--- config.mk ---
export PLATFORM = sky130hd
export DESIGN_NAME = signed_tick_counter
export DESIGN_NICKNAME = d
export VERILOG_FILES = /design/src/rtl/signed_tick_counter_pkg.sv /design/src/rtl/signed_tick_counter_button_debouncer.sv /design/src/rtl/signed_tick_counter.sv
export SDC_FILE = /design/constraint.sdc
export NUM_CORES = 1
export LEC_CHECK = 0
export CELL_PAD_IN_SITES_DETAIL_PLACEMENT = 1
export CELL_PAD_IN_SITES_GLOBAL_PLACEMENT = 2
export CORE_UTILIZATION = 38
export CTS_CLUSTER_DIAMETER = 50
export CTS_CLUSTER_SIZE = 10
export DETAILED_ROUTE_END_ITERATION = 7
export PLACE_DENSITY_LB_ADDON = 0.1
export SYNTH_ARGS = -nofsm -noshare
export SYNTH_HDL_FRONTEND = slang
export SYNTH_SLANG_ARGS = --single-unit
--- constraint.sdc ---
create_clock -name clk -period 3 [get_ports clk]
set_clock_uncertainty 0.2 [all_clocks]
set_input_delay 0.9 -clock clk [delete_from_list [all_inputs] [get_ports clk]]
set_output_delay 0.9 -clock clk [all_outputs]
set_load 0.03 [all_outputs]
--- src/rtl/signed_tick_counter_pkg.sv ---
// Shared constants and helpers for the signed tick counter slice.
package signed_tick_counter_pkg;

   // Default counter width (two's complement).
   localparam int WIDTH_DEFAULT = 8;

   // Divide-by-3 phase encoding.
   localparam logic [1:0] PH0 = 2'd0;
   localparam logic [1:0] PH1 = 2'd1;
   localparam logic [1:0] PH2 = 2'd2;

   // Number of clock cycles per prescaler tick.
   function automatic int prescale_of(input int clk_hz, input int tick_hz);
      return clk_hz / tick_hz;
   endfunction

   // Bit width needed to hold a prescaler count of 0..PRESCALE-1.
   function automatic int prescale_width(input int clk_hz, input int tick_hz);
      int p;
      p = clk_hz / tick_hz;
      return (p < 2) ? 1 : $clog2(p);
   endfunction

endpackage

--- src/rtl/signed_tick_counter_button_debouncer.sv ---
// Raw pushbutton -> 2-flop synchroniser -> debounce counter -> one-cycle
// press pulse on each accepted rising level. Releases are accepted
// silently.
module button_debouncer #(
   parameter int DEBOUNCE_CYCLES = 1000000
) (
   input  logic clk,
   input  logic reset,
   input  logic raw,
   output logic press
);

   localparam int             CW       = (DEBOUNCE_CYCLES < 2) ? 1 : $clog2(DEBOUNCE_CYCLES);
   localparam logic [CW-1:0]  CNT_LAST = CW'(DEBOUNCE_CYCLES - 1);

   logic          sync_q1;
   logic          sync_q2;
   logic          level;
   logic [CW-1:0] cnt;

   // Two-flop synchroniser for the asynchronous button input.
   always_ff @(posedge clk) begin
      if (reset) begin
         sync_q1 <= 1'b0;
         sync_q2 <= 1'b0;
      end else begin
         sync_q1 <= raw;
         sync_q2 <= sync_q1;
      end
   end

   // Accept a new level only after it has differed from the accepted level
   // for DEBOUNCE_CYCLES consecutive cycles; any bounce restarts the count.
   always_ff @(posedge clk) begin
      if (reset) begin
         level <= 1'b0;
         cnt   <= '0;
         press <= 1'b0;
      end else begin
         press <= 1'b0;
         if (sync_q2 == level) begin
            cnt <= '0;
         end else if (cnt == CNT_LAST) begin
            level <= sync_q2;
            cnt   <= '0;
            press <= sync_q2;
         end else begin
            cnt <= cnt + 1'b1;
         end
      end
   end

endmodule

--- src/rtl/signed_tick_counter.sv ---
// Signed WIDTH-bit counter feeding the seven-segment display stage.
// Auto-steps on every third prescaler tick while running; debounced
// buttons step up, step down or clear it. All arithmetic wraps.
module signed_tick_counter
   import signed_tick_counter_pkg::*;
#(
   parameter int CLK_HZ          = 100000000,
   parameter int TICK_HZ         = 3,
   parameter int DEBOUNCE_CYCLES = 1000000,
   parameter int WIDTH           = WIDTH_DEFAULT
) (
   input  logic             clk,
   input  logic             reset,
   input  logic             btn_up,
   input  logic             btn_down,
   input  logic             btn_clear,
   input  logic             sw_run,
   input  logic             sw_dir,
   output logic [WIDTH-1:0] value,
   output logic             tick,
   output logic             step
);

   localparam int               PRESCALE  = prescale_of(CLK_HZ, TICK_HZ);
   localparam int               PW        = prescale_width(CLK_HZ, TICK_HZ);
   localparam logic [PW-1:0]    PS_LAST   = PW'(PRESCALE - 1);
   localparam logic [WIDTH-1:0] ONE       = WIDTH'(1);
   localparam logic [WIDTH-1:0] MINUS_ONE = '1;

   logic             run_q1, run_q2;
   logic             dir_q1, dir_q2;
   logic             up_p, down_p, clear_p;
   logic [PW-1:0]    pcount;
   logic [1:0]       phase;
   logic             auto_step;
   logic [WIDTH-1:0] delta;
   logic [WIDTH-1:0] value_next;

   button_debouncer #(.DEBOUNCE_CYCLES(DEBOUNCE_CYCLES)) u_db_up (
      .clk   (clk),
      .reset (reset),
      .raw   (btn_up),
      .press (up_p)
   );

   button_debouncer #(.DEBOUNCE_CYCLES(DEBOUNCE_CYCLES)) u_db_down (
      .clk   (clk),
      .reset (reset),
      .raw   (btn_down),
      .press (down_p)
   );

   button_debouncer #(.DEBOUNCE_CYCLES(DEBOUNCE_CYCLES)) u_db_clear (
      .clk   (clk),
      .reset (reset),
      .raw   (btn_clear),
      .press (clear_p)
   );

   // Switches are level controls: synchronised only, never debounced.
   always_ff @(posedge clk) begin
      if (reset) begin
         run_q1 <= 1'b0;
         run_q2 <= 1'b0;
         dir_q1 <= 1'b0;
         dir_q2 <= 1'b0;
      end else begin
         run_q1 <= sw_run;
         run_q2 <= run_q1;
         dir_q1 <= sw_dir;
         dir_q2 <= dir_q1;
      end
   end

   // Combined increment: manual +/-1 (up and down cancel) plus auto-step.
   always_comb begin
      auto_step = tick && (phase == PH2);
      delta     = '0;
      if (up_p && !down_p) begin
         delta = ONE;
      end else if (down_p && !up_p) begin
         delta = MINUS_ONE;
      end
      if (auto_step) begin
         delta = delta + (dir_q2 ? MINUS_ONE : ONE);
      end
      value_next = value + delta;
   end

   // Prescaler: counts only while running; a clear restarts it and drops
   // any tick that would have been raised on the same edge.
   always_ff @(posedge clk) begin
      if (reset || clear_p) begin
         pcount <= '0;
         tick   <= 1'b0;
      end else begin
         tick <= run_q2 && (pcount == PS_LAST);
         if (run_q2) begin
            pcount <= (pcount == PS_LAST) ? '0 : pcount + 1'b1;
         end
      end
   end

   // Phase, value and step pulse; clear has priority and discards any
   // auto-step landing on the same cycle.
   always_ff @(posedge clk) begin
      if (reset || clear_p) begin
         phase <= PH0;
         value <= '0;
         step  <= 1'b0;
      end else begin
         step  <= auto_step;
         value <= value_next;
         if (tick) begin
            case (phase)
               PH0:     phase <= PH1;
               PH1:     phase <= PH2;
               default: phase <= PH0;
            endcase
         end
      end
   end

endmodule

**Yosys cells after proc, flatten, opt, wreduce, memory -nomap -nowiden**

Index checks and enable logic that the tools add are counted.

- Register bits: 113

- Equality and inequality tests: 9
- Bitwise logic cells: 6
- Muxes and demuxes: 6
- Add/subtract/negate cells: 6
- Reductions and logical operators: 17

Operators by type and width:

| cell | count |
|---|---|
| 20-bit by 1-bit adder with 20-bit output, second input constant | 3 |
| 20-bit equality test, second input constant | 3 |
| 8-bit 2-to-1 mux | 4 |
| 25-bit by 1-bit adder with 25-bit output, second input constant | 1 |
| 25-bit equality test, second input constant | 1 |
| 25-bit 2-to-1 mux | 1 |
| 3-bit OR reduction | 6 |
| 8-bit adder | 2 |
| 1-bit NOT | 6 |
| 2-bit AND reduction | 3 |
| 1-bit logical AND | 4 |
| 2-bit one-hot mux with 2 select lines | 1 |
| 1-bit equality test | 3 |
| 2-bit by 1-bit equality test with 1-bit output, second input constant | 1 |
| 2-bit equality test, second input constant | 1 |
| 1-bit logical NOT | 2 |
| 2-bit logical NOT | 1 |
| 1-bit logical OR | 1 |

**Longest topological paths before layout**

Gate-level depths: netlist (run 1).

- Word-level depth: 7
- Mapped depth: 11
- Gate-level depth less buffers: 11

**By module**

A second synthesis (run 1) with hierarchy kept.

- Cell total of the unflattened synthesis: 607
- Area total of the unflattened synthesis: 5397.7 um^2

By module, submodules not included:

| module | seq. area each (um^2) | cells an instance | times used | area each (um^2) |
|---|---|---|---|---|
| button_debouncer | 480.5 | 124 | 3 | 1078.5 |
| signed_tick_counter | 820.8 | 235 | 1 | 2162.1 |

**Worst setup path before layout (run 1)**

No wires, ideal clock.

- Path type: register to register
- Start: reg tick
- End: reg value[6]
- Period minus slack after synthesis: 2471 ps
- Slack: 529 ps
- Path buffers: 0
- Setup time: 120 ps
- Stages on the path, launching flop included: 9
- Arrival: 2151 ps
- Cells stage by stage: dfxtp_1 -> nand3b_1 -> xor2_1 -> ha_1 -> fa_1 -> a21o_1 -> a21oi_1 -> nor2_1 -> a211o_1

- Longest elaborated chain between the ends: 3

RTL lines:

| item | RTL line | text |
|---|---|---|
| start, declared | signed_tick_counter.sv:20 | `output logic tick,` |
| start signal, assigned | signed_tick_counter.sv:97 | `tick <= run_q2 && (pcount == PS_LAST);` |
| 1-bit logical AND | signed_tick_counter.sv:77 | `auto_step = tick && (phase == PH2);` |
| 8-bit 2-to-1 mux | signed_tick_counter.sv:84 | `if (auto_step) begin` |
| 8-bit adder | signed_tick_counter.sv:87 | `value_next = value + delta;` |
| end signal, assigned | signed_tick_counter.sv:113 | `value <= value_next;` |
| end, declared | signed_tick_counter.sv:19 | `output logic [WIDTH-1:0] value,` |

Every way passes these cells.
A chain may end at the register's enable or synchronous reset.

**Worst setup path after layout (run 1)**

- Start: reg u_db_down.press
- End: reg value[7]

- Longest elaborated chain between the ends: 6
- Elaborated cells on any way between the ends: 8
- Classes of those cells: add/sub (2); mux (3); reduce/logical (3)

RTL lines:

| item | RTL line | text |
|---|---|---|
| start, declared | signed_tick_counter_button_debouncer.sv:10 | `output logic press` |
| start signal, assigned | signed_tick_counter_button_debouncer.sv:46 | `press <= sync_q2;` |
| 1-bit logical AND / 1-bit logical NOT (equally long branches) | signed_tick_counter.sv:81, signed_tick_counter.sv:79 |  |
| 8-bit 2-to-1 mux / 1-bit logical AND (equally long branches) | signed_tick_counter.sv:81, signed_tick_counter.sv:79 |  |
| 8-bit 2-to-1 mux (*) | signed_tick_counter.sv:79 | `if (up_p && !down_p) begin` |
| 8-bit adder | signed_tick_counter.sv:85 | `delta = delta + (dir_q2 ? MINUS_ONE : ONE);` |
| 8-bit 2-to-1 mux (*) | signed_tick_counter.sv:84 |  |
| 8-bit adder (*) | signed_tick_counter.sv:87 |  |

Every way passes the cells marked *; elsewhere a longest branch is shown, timed or not.

==> key figures, run 1 <==
Finish
  • Post-Layout Cell Count: 758
  • Post-layout net count: 599
  • Fraction of layout cells with a size suffix above 1: 6.143%
  • Diode count: 0
  • Filler instances: 1,503
  • Fin area: 5807 sq um
  • Area delta synth->final: 18.15%

Floorplanning
  • Die area: 13,390 sq um
  • Rows: 41
  • Die X-Extent: 115.7 microns
  • Number of top-level pins: 17
  • Height of the chip: 115.7 microns
  • Placeable Area: 12,620 sq um
  • Initial cell density of the core: 38.95%

Critical path
  • CP Class: register to register
  • Slowest cell delay on critical path: 330 ps
  • Launching element type of the critical path: register
  • R2R depth: 11
  • Library cell contributing the largest single delay on the critical path: sky130_fd_sc_hd__dfxtp_1
  • Arrival time of data at the critical path endpoint: 2720 ps
  • Cell with the most instances on the worst path: sky130_fd_sc_hd__ha_1
  • Required time of the worst setup path: 3090 ps
  • Cell Chain, Critical Path: inv_1, ha_1, inv_1, ha_1, o21ai_0, ha_1, a211oi_2, o21ai_0, a31oi_1, xnor2_1, nor2_1
  • Maximum fanout encountered on the critical timing path: 3
  • Sort of element at the end of the critical path: register

Hold path
  • Worst hold path cell count: 1
  • Tightest Hold Check Type: register to register

STA
  • Fin crit share: 87.68%
  • Maximum frequency from static timing analysis: 380.2 MHz
  • Pins Over Slew Limit: 0
  • Worst hold slack: 235.9 ps
  • Transition time at the pin with the least slew margin: 829.9 ps
  • Max-Slew Margin vs Limit: 44.24%
  • Final hold violation count: 0
  • Total setup violations reported at the end of the flow: 0
  • Setup repair after global routing missed its margin: false
  • Summed negative setup slack over all endpoints: 0 ps
  • Final critical delay including setup and external delays: 2630 ps

Clock tree
  • TritonCTS clock tree: built
  • # H-tree levels: 4
  • Setup Fix Bufs, Post-CTS: 0
  • Post-cts gate resize count: 0
  • Number of sinks on the clock net: 113
  • Hold Buf Count CTS: 0
  • Root cell of the clock tree: sky130_fd_sc_hd__clkbuf_16
  • Clock transition time at the flip-flop clock pins of the worst setup and hold paths: 50 ps
  • Maximum root-to-sink buffer count: 2
  • TritonCTS buffer count: 17
  • Clock latency at the later pin of the worst-skew pair: 410 ps

Routing
  • Remaining design rule violation count: 0
  • Count of vias placed by the detailed router: 3,744
  • Routed len/inst: 13.19 microns
  • First-pass iteration count of the detailed router: 4
  • Mean number of vias per cell: 4.939
  • Final WL: 9.995 mm
  • ANT nets after route: 0
  • Number of DRC markers in iteration 0: 115

Yosys
  • Fraction of synthesized cell area taken by the top area cell type: 46.03%
  • Sequential area share after synthesis: 46.03%
  • Proportion of synthesized flip-flops having asynchronous set or reset: 0%
  • Number of cells produced by synthesis: 551
  • Number of warning messages in the yosys log: 0
  • Number of distinct library cells after synthesis: 41
  • Number of enable-type register cells in the synthesized netlist: 0
  • Synth Cell Area: 4915 sq um
  • Number of nets produced by synthesis: 574
  • Most frequent cells after synthesis: 119 x sky130_fd_sc_hd__nor2_1, 113 x sky130_fd_sc_hd__dfxtp_1, 57 x sky130_fd_sc_hd__xor2_1
  • Library cell with the highest instance count after synthesis: sky130_fd_sc_hd__nor2_1
  • Cell type with the largest total area after synthesis: sky130_fd_sc_hd__dfxtp_1
  • Mean instance size in the synthesized netlist: 8.920 sq um
  • Largest cells by area after synthesis: sky130_fd_sc_hd__dfxtp_1 46%, sky130_fd_sc_hd__xor2_1 10%, sky130_fd_sc_hd__nor2_1 9.1%, sky130_fd_sc_hd__xnor2_1 5.2%, sky130_fd_sc_hd__ha_1 3.8%
  • Number of synthesized register bits: 113
  • Flip-flop cell with the highest count after synthesis: sky130_fd_sc_hd__dfxtp_1

Job
  • Number of maximum-capacitance constraint violations: 0

Outcome
  • Result of the run: complete, no violations

Placed design
  • Number of buffers inserted by port buffering: 16
  • Cell area after placement: 5238 sq um
  • DP HPWL: 7.038 mm
  • Post-placement cell count: 729
  • Final weighted congestion in routability-driven placement: 0.7617

Pwr
  • Largest vdd supply drop: 413.4 uV
  • Power per unit of standard cell area: 598.2 nW/um^2
  • Leakage power total: 2.045 nW

Global routing
  • Number of global-route vias before repair: 3,640
  • Maximum number of pins on one net before global-route repair: 26
  • Initial antenna violation count: 0
  • Total routing resource utilization after global routing: 16.83%
  • First-pass GRT wire length: 17.36 mm
  • GR Overflow Total: 0
## per-layer routing
layer / share of wire [%] / up-vias / GRT usage (%)
met5: 0 / - / 0
li1: - / 1915 / -
met2: 45 / 34 / 25.95
met4: 2.0 / 0 / 7.692
met1: 50 / 1779 / 21.76
met3: 2.8 / 16 / 4.916
## final timing paths
check | startpoint | endpoint | slack, ps
min reg2reg | u_db_down.sync_q1 | u_db_down.sync_q2 | 240
max | u_db_down.press | value[7] | 370
min | u_db_down.sync_q1 | u_db_down.sync_q2 | 240
max reg2reg | u_db_down.press | value[7] | 370
## through the flow
step | util (%) | total power [W] | setup slack (ps)
floorplan | - | 0.001593 | 529.3
global placement | 41.50 | 0.001613 | 256.5
detailed placement | 41.50 | 0.001615 | 196.0
CTS | 45.97 | 0.003534 | 278.0
global route | 46.01 | 0.003627 | 109.9
finish | 46.01 | 0.003474 | 369.5
## kinds of logic (layout without fill, tap and decap cells)
family / after synthesis / after routing / synth area share [%]
buffers and inverters: 26 / 61 / 2.367
XOR/XNOR: 86 / 86 / 15.33
AND/OR/NAND/NOR: 288 / 288 / 28.84
AO/OA/AOI/OAI: 17 / 17 / 2.164
multiplexers: 5 / 5 / 1.044
adder cells (fa/ha/maj): 16 / 16 / 4.226
flip-flops: 113 / 113 / 46.03
## worst max-delay path: cells and delay by family (launching register included)
family / cells / cell delay [ps]
simple gates: 1 / 50
buf+inv: 2 / 100
compound gates: 4 / 960
xor+xnor: 1 / 130
fa+ha+maj: 3 / 740
flops: 1 / 330
## where the power goes
part | switching (W) | internal [W] | total [W]
sequential | 0.00000736 | 0.00151 | 0.00152
clock | 0.000642 | 0.00125 | 0.00189
combinational | 0.0000356 | 0.0000255 | 0.0000611
## state kept, by name, indices dropped and copies added, names as in the netlist, 2 cells and up
signal          count
u_db_up.cnt        20
u_db_clear.cnt     20
pcount             25
u_db_down.cnt      20
phase               2
value               8
## placed cells by master (no fill, tap or decap), drive strengths merged, types with 2 or more instances in the layout
cell and instances:
nor4 8, dfxtp 113, nor4bb 2, xor2 57
ha 15, nor2 119, nand4 24, nand3 37
or3 2, nand4b 2, or2 2, nor3 15
a21o 2, nand2 34, a211oi 2, nand3b 3
o21ai 5, nor4b 3, and3 15, and4 5
nor2b 10, clkbuf 24, clkinv 3, xnor2 29
a21oi 4, clkdlybuf4s50 16, inv 15, and2 3
or4 2, mux2i 4
## layout make-up
type                    instances  area (sq um)  share of cell area [%]
clock buffers                  24         511.7                   8.813
clock inverters                 5         52.55                  0.9050
inverters                      15         56.30                  0.9696
multi-input cells             412          2541                   43.76
flip-flops and latches        113          2262                   38.96
well taps                     172         215.2                   3.706
repair buffers                 17         167.7                   2.887
No activity file was read; power rests on OpenSTA's default activity.
==> run 2: changes to the inputs <==
- CORE_MARGIN: unset -> 2
==> key figures, run 2 (synthesis gave the netlist of run 1 again) <==
Outcome
  • Result of the run: complete, no violations

Finish
  • Register Area: 2262 sq um (unchanged)
  • Most common cell after layout, fill and taps aside: sky130_fd_sc_hd__nor2_1
  • Register containing the most flip-flops in the final layout: pcount
  • Most used cells in the layout excluding fill and tap cells: 119 x sky130_fd_sc_hd__nor2_1, 113 x sky130_fd_sc_hd__dfxtp_1, 57 x sky130_fd_sc_hd__xor2_1
  • Filler instances: 1,476 (-1.8%)
  • Area occupied by multi-input gates: 2536 sq um (-0.20%)
  • Fraction of layout cells with a size suffix above 1: 5.792% (-0.35 points)
  • Number of flip-flops under the largest register name: 25 (unchanged)
  • Area delta synth->final: 18.20% (about the same)
  • Post-layout net count: 599 (unchanged)
  • Final cell utilization of the core: 46.03% (about the same)
  • Diode count: 0 (unchanged)

Clock tree
  • # H-tree levels: 4 (unchanged)
  • Maximum root-to-sink buffer count: 2 (unchanged)
  • Clock transition time at the flip-flop clock pins of the worst setup and hold paths: 50 ps (about the same)
  • Clock latency at the later pin of the worst-skew pair: 420 ps (about the same)
  • Number of sinks on the clock net: 113 (unchanged)
  • Root cell of the clock tree: sky130_fd_sc_hd__clkbuf_16
  • Setup Fix Bufs, Post-CTS: 0 (unchanged)
  • TritonCTS clock tree: built
  • TritonCTS buffer count: 17 (unchanged)

Global routing
  • First-pass GRT wire length: 17.53 mm (+0.99%)
  • GR Overflow Total: 0 (unchanged)
  • Initial antenna violation count: 0 (unchanged)
  • Total routing resource utilization after global routing: 15.64% (-1.2 points)
  • Maximum number of pins on one net before global-route repair: 26 (unchanged)
  • Number of global-route vias before repair: 3,657 (+0.47%)
  • Busiest grt layer: met2
  • Global-route track usage on met2: 22.82% (-3.1 points)
  • Grt met1 use: 20.82% (-0.95 points)
  • Met3 routing resource usage after global routing: 4.942% (+0.026 points)

Routing
  • Mean number of vias per cell: 4.909 (-0.61%)
  • First-pass iteration count of the detailed router: 4 (unchanged)
  • Final WL: 10.15 mm (+1.5%)
  • Remaining design rule violation count: 0 (unchanged)
  • ANT nets after route: 0 (unchanged)
  • Routed len/inst: 13.37 microns (+1.4%)
  • Count of vias placed by the detailed router: 3,726 (-0.48%)
  • Number of DRC markers in iteration 0: 147 (+28%)

Floorplanning
  • Initial cell density of the core: 38.95% (unchanged)
  • Height of the chip: 117.7 microns (+1.7%)
  • Rows: 41 (unchanged)
  • Placeable Area: 12,620 sq um (unchanged)
  • Die area: 13,860 sq um (+3.5%)
  • Number of top-level pins: 17 (unchanged)
  • Die X-Extent: 117.7 microns (+1.7%)

STA
  • Final hold violation count: 0 (unchanged)
  • Worst hold slack: 239.4 ps (+3.547 ps)
  • Final critical delay including setup and external delays: 2618 ps (-12.48 ps)
  • Summed negative setup slack over all endpoints: 0 ps (unchanged)
  • Maximum frequency from static timing analysis: 382.0 MHz (+0.48%)
  • Pins Over Slew Limit: 0 (unchanged)
  • Transition time at the pin with the least slew margin: 797.1 ps (-32.88 ps)
  • Fin crit share: 87.27% (-0.42 points)
  • Max-Slew Margin vs Limit: 46.45% (+2.2 points)
  • Setup repair after global routing missed its margin: false
  • Total setup violations reported at the end of the flow: 0 (unchanged)

Critical path
  • Sort of element at the end of the critical path: register
  • Arrival time of data at the critical path endpoint: 2720 ps (about the same)
  • Launching element type of the critical path: register
  • Required time of the worst setup path: 3100 ps (about the same)
  • Maximum fanout encountered on the critical timing path: 6 (+3)
  • CP Class: register to register

Pwr
  • Leakage power total: 2.050 nW (+0.23%)
  • Power per unit of standard cell area: 607.7 nW/um^2 (+1.6%)
  • Largest vdd supply drop: 304.9 uV (-26%)

Placed design
  • Number of buffers inserted by port buffering: 16 (unchanged)
  • Final weighted congestion in routability-driven placement: 0.7392 (-3.0%)
  • DP HPWL: 7.032 mm (about the same)

Job
  • Number of maximum-capacitance constraint violations: 0 (unchanged)

Hold path
  • Tightest Hold Check Type: register to register
==> run 2: changes by cell type in the layout (fill, tap and decap cells not counted), sizes merged <==
cell,previous run,this run
clkinv,3,4
bufinv,1,2
clkinvlp,1,0
==> run 2: worst paths after layout <==
kind	start	endpoint	slack, ps	cells after the start
worst max register to register	phase[0]	value[7]	380	8
worst min-delay path	u_db_clear.sync_q1	u_db_clear.sync_q2	240	1
worst max-delay path	phase[0]	value[7]	380	8
worst min register to register	u_db_clear.sync_q1	u_db_clear.sync_q2	240	1
==> run 2: cell type report <==
type	count	area share (%)
clock inverter	6	1.378
multi-input combinational	412	43.66
sequential	113	38.94
inverter	15	0.9692
tap	172	3.704
clock buffer	24	8.464
timing repair buffer	17	2.886
==> run 2: layer usage <==
| metal | part of all wire [%] | wire (microns) |
|---|---|---|
| met1 | 51 | 5198 |
| met5 | 0 | 0 |
| met2 | 44 | 4486 |
| met4 | 1.5 | 155 |
| met3 | 3.0 | 305 |
==> run 2: power by group <==
part	internal (W)	switching (W)
logic	0.0000255	0.0000353
registers	0.00151	0.00000788
clock network	0.00129	0.000656
total	0.00283	0.000699
==> run 2: worst max-delay path, stage by stage, from the launching register on <==
cell and delay [ps]:
sky130_fd_sc_hd__dfxtp_1 360, sky130_fd_sc_hd__nand3b_1 270, sky130_fd_sc_hd__mux2_2 460, sky130_fd_sc_hd__ha_1 360, sky130_fd_sc_hd__o21ai_0 310, sky130_fd_sc_hd__o21ai_0 130
sky130_fd_sc_hd__a31oi_1 220, sky130_fd_sc_hd__xnor2_1 140, sky130_fd_sc_hd__nor2_1 50
==> run 2: metrics by stage <==
step           total power [W]  setup WS [ps]  std cells  cell area (sq um)
6_report              0.003530          382.0        759               5809
5_1_grt               0.003661          138.0        759               5809
4_1_cts               0.003584          305.3        759               5809
3_5_place_dp          0.001615          257.6        729               5238
3_3_place_gp          0.001613          320.6        729               5238
2_1_floorplan         0.001593          529.3        551               4915
==> run 2: repair_timing <==
item	4_1_cts	5_1_grt
endpoints found under the setup margin	0	1
gates resized for setup	0	1
hold buffers	0	0
==> run 3: changes to the inputs <==
- ABC_AREA: unset -> 1
- CELL_PAD_IN_SITES_GLOBAL_PLACEMENT: 2 -> 1
- CORE_ASPECT_RATIO: unset -> 1.5
- CORE_UTILIZATION: 38 -> 45
==> key figures, run 3 <==
Clock tree
  • TritonCTS buffer count: 17 (unchanged)
  • TritonCTS clock tree: built
  • # H-tree levels: 4 (unchanged)
  • Clock transition time at the flip-flop clock pins of the worst setup and hold paths: 50 ps (about the same)
  • Root cell of the clock tree: sky130_fd_sc_hd__clkbuf_16
  • Number of sinks on the clock net: 113 (unchanged)
  • Post-cts gate resize count: 0 (unchanged)
  • Setup Fix Bufs, Post-CTS: 0 (unchanged)
  • Clock latency at the later pin of the worst-skew pair: 410 ps (about the same)
  • Maximum root-to-sink buffer count: 2 (unchanged)
  • Hold Buf Count CTS: 0 (unchanged)

Placed design
  • Final weighted congestion in routability-driven placement: 0.8618 (+17%)
  • DP HPWL: 11.68 mm (+66%)
  • Number of buffers inserted by port buffering: 16 (unchanged)
  • Pre-CTS setup slack: 470.4 ps (+212.8 ps)

STA
  • Maximum frequency from static timing analysis: 370.2 MHz (-3.1%)
  • Final hold violation count: 0 (unchanged)
  • Total setup violations reported at the end of the flow: 0 (unchanged)
  • Transition time at the pin with the least slew margin: 435.0 ps (-362.1 ps)
  • Summed negative setup slack over all endpoints: 0 ps (unchanged)
  • Pins Over Slew Limit: 0 (unchanged)
  • Max-Slew Margin vs Limit: 70.78% (+24 points)
  • Final setup slack of the worst path: 299.0 ps (-82.95 ps)
  • Fin crit share: 90.03% (+2.8 points)
  • Final critical delay including setup and external delays: 2701 ps (+82.95 ps)
  • Setup repair after global routing missed its margin: false

Floorplanning
  • Rows: 50 (+22%)
  • Die X-Extent: 96.39 microns (-18%)
  • Initial cell density of the core: 46.05% (+7.1 points)
  • Number of top-level pins: 17 (unchanged)
  • Placeable Area: 12,510 sq um (-0.85%)
  • Height of the chip: 142.6 microns (+21%)
  • Die area: 13,740 sq um (-0.83%)

Job
  • Number of maximum-capacitance constraint violations: 0 (unchanged)

Finish
  • Most common cell after layout, fill and taps aside: sky130_fd_sc_hd__nand2_1
  • Register containing the most flip-flops in the final layout: pcount
  • Final cell utilization of the core: 53.01% (+7.0 points)
  • Area delta synth->final: 15.11%
  • Most used cells in the layout excluding fill and tap cells: 200 x sky130_fd_sc_hd__nand2_1, 199 x sky130_fd_sc_hd__nor2_1, 113 x sky130_fd_sc_hd__dfxtp_1
  • Fraction of layout cells with a size suffix above 1: 6.132% (+0.34 points)
  • Post-layout net count: 911 (+52%)
  • Diode count: 0 (unchanged)
  • Number of flip-flops under the largest register name: 25 (unchanged)

Routing
  • Number of DRC markers in iteration 0: 145 (-1.4%)
  • Routed len/inst: 14.70 microns (+10%)
  • First-pass iteration count of the detailed router: 4 (unchanged)
  • ANT nets after route: 0 (unchanged)
  • Final WL: 15.48 mm (+53%)
  • Remaining design rule violation count: 0 (unchanged)
  • Count of vias placed by the detailed router: 5,450 (+46%)
  • Mean number of vias per cell: 5.176 (+5.4%)

Yosys
  • Main combinational cell family by area after synthesis: simple AND/OR/NAND/NOR gates
  • Library cell with the highest instance count after synthesis: sky130_fd_sc_hd__nand2_1
  • Number of enable-type register cells in the synthesized netlist: 0 (unchanged)
  • Cell type with the largest total area after synthesis: sky130_fd_sc_hd__dfxtp_1
  • Post-Synth XOR/XNOR Area: 5.776% (-9.5 points)
  • Number of synthesized register bits: 113 (unchanged)
  • Basic-gate share of the synthesized area counting and, or, nand and nor cells: 38.13% (+9.3 points)
  • Synth Cell Area: 5762 sq um (+17%)
  • Number of warning messages in the yosys log: 0 (unchanged)
  • Multiplexer share of the synthesized area: 0% (-1.0 points)
  • Sequential area share after synthesis: 39.26% (-6.8 points)
  • Mean instance size in the synthesized netlist: 6.723 sq um (-25%)
  • Proportion of synthesized flip-flops having asynchronous set or reset: 0% (unchanged)
  • Flip-flop cell with the highest count after synthesis: sky130_fd_sc_hd__dfxtp_1
  • Largest cells by area after synthesis: sky130_fd_sc_hd__dfxtp_1 39%, sky130_fd_sc_hd__nand2_1 13%, sky130_fd_sc_hd__nor2_1 13%, sky130_fd_sc_hd__inv_1 6.8%, sky130_fd_sc_hd__nand3_1 4.5%
  • Most frequent cells after synthesis: 200 x sky130_fd_sc_hd__nand2_1, 199 x sky130_fd_sc_hd__nor2_1, 113 x sky130_fd_sc_hd__dfxtp_1
  • Area share of fa/ha/maj cells after synthesis: 3.605% (-0.62 points)
  • Fraction of synthesized cell area taken by the top area cell type: 39.26% (-6.8 points)
  • Number of distinct library cells after synthesis: 29 (-29%)
  • Number of cells produced by synthesis: 857 (+56%)
  • Area fraction in compound gates after synthesis: 5.385% (+3.2 points)
  • Number of nets produced by synthesis: 880 (+53%)

Hold path
  • Startpoint of the tightest hold check path: u_db_up.sync_q1
  • Tightest Hold Check Type: register to register

Critical path
  • Sort of element at the end of the critical path: output port
  • Cell Chain, Critical Path: clkdlybuf4s50_1
  • Maximum fanout encountered on the critical timing path: 6 (unchanged)
  • Required time of the worst setup path: 1900 ps (-1200 ps)
  • CP startpoint: tick
  • Arrival time of data at the critical path endpoint: 1600 ps (-1120 ps)
  • Critical register-to-register path startpoint: u_db_down.press
  • Top cell family by delay on the critical path: buffers and inverters
  • Library cell contributing the largest single delay on the critical path: sky130_fd_sc_hd__clkdlybuf4s50_1
  • Launching element type of the critical path: register
  • Crit path buf inv count: 1 (+1)
  • Slowest cell delay on critical path: 730 ps (+270 ps)
  • CP Class: register to output port

Global routing
  • Number of global-route vias before repair: 5,825 (+59%)
  • Initial antenna violation count: 0 (unchanged)
  • First-pass GRT wire length: 26.00 mm (+48%)
  • Maximum number of pins on one net before global-route repair: 21 (-19%)
  • GR Overflow Total: 0 (unchanged)
  • Total routing resource utilization after global routing: 24.30% (+8.7 points)

Pwr
  • Largest vdd supply drop: 433.9 uV (+42%)
  • Leakage power total: 2.423 nW (+18%)
  • Power per unit of standard cell area: 516.7 nW/um^2 (-15%)

Outcome
  • Result of the run: complete, no violations
[run 3: changes by cell type after synthesis, moves of 6 or more]
cell | before | now
sky130_fd_sc_hd__nand2_1 | 33 | 200
sky130_fd_sc_hd__inv_1 | 15 | 105
sky130_fd_sc_hd__nor2_1 | 119 | 199
sky130_fd_sc_hd__a21oi_1 | 4 | 43
sky130_fd_sc_hd__xor2_1 | 57 | 22
sky130_fd_sc_hd__nand3_1 | 37 | 52
sky130_fd_sc_hd__and3_1 | 15 | 1
sky130_fd_sc_hd__xnor2_1 | 29 | 16
sky130_fd_sc_hd__nor2b_1 | 10 | 0
sky130_fd_sc_hd__o21ai_0 | 5 | 13
sky130_fd_sc_hd__nor4_1 | 7 | 0
sky130_fd_sc_hd__nand4_1 | 24 | 18
[run 3: final cells by class]
class                      instances  area (sq um)
multi-input combinational        629          3048
tap                              156         195.2
timing repair buffer              22         205.2
sequential                       113          2262
fill                            1707          5879
clock buffer                      19         432.9
inverter                         105         394.1
clock inverter                     9         95.09
[run 3: worst min-delay path, delay by kind of cell (launching register included)]
kind                   cells  cell delay, ps
AND/OR/NAND/NOR            1              30
buffers and inverters      1              40
flip-flops                 1             290
[run 3: cells by family after synthesis]
group,Yosys count
and+or+nand+nor,515
buffers and inverters,115
DFF,113
AOI/OAI and AO/OA,60
xor gates and xnor gates,38
adders and majority gates,16
[run 3: metal layers]
metal  global-route usage (%)  up-vias  part of all wire, %
met2                    48.57       55                   58
met5                        0        -                    0
met4                    10.97        0                  2.9
li1                         -     2732                    -
met1                    22.94     2629                   38
met3                    4.025       34                  1.4
[run 3: worst paths after layout]
path / cells after the start / to / slack (ps)
worst max-delay path: 1 / tick / 300
worst min-delay path: 2 / u_db_up.sync_q2 / 210
worst max register to register: 15 / value[5] / 550
worst min register to register: 2 / u_db_up.sync_q2 / 210
[run 3: metrics by stage]
stage	power [W]	hold slack [ps]	instance area, sq um	cells
2_1_floorplan	0.001580	188.3	5762	857
3_3_place_gp	0.001601	194.0	6105	1025
3_5_place_dp	0.001605	198.3	6105	1025
4_1_cts	0.003466	213.1	6633	1053
5_1_grt	0.003522	230.8	6633	1053
6_report	0.003427	212.6	6633	1053
[run 3: power by group]
part / leakage [nW] / switching, W / total (W) / internal, W
Clock: 0.267 / 0.000665 / 0.00185 / 0.00119
Sequential: 0.912 / 0.00000661 / 0.00152 / 0.00151
Combinational: 1.24 / 0.0000346 / 0.0000549 / 0.0000203
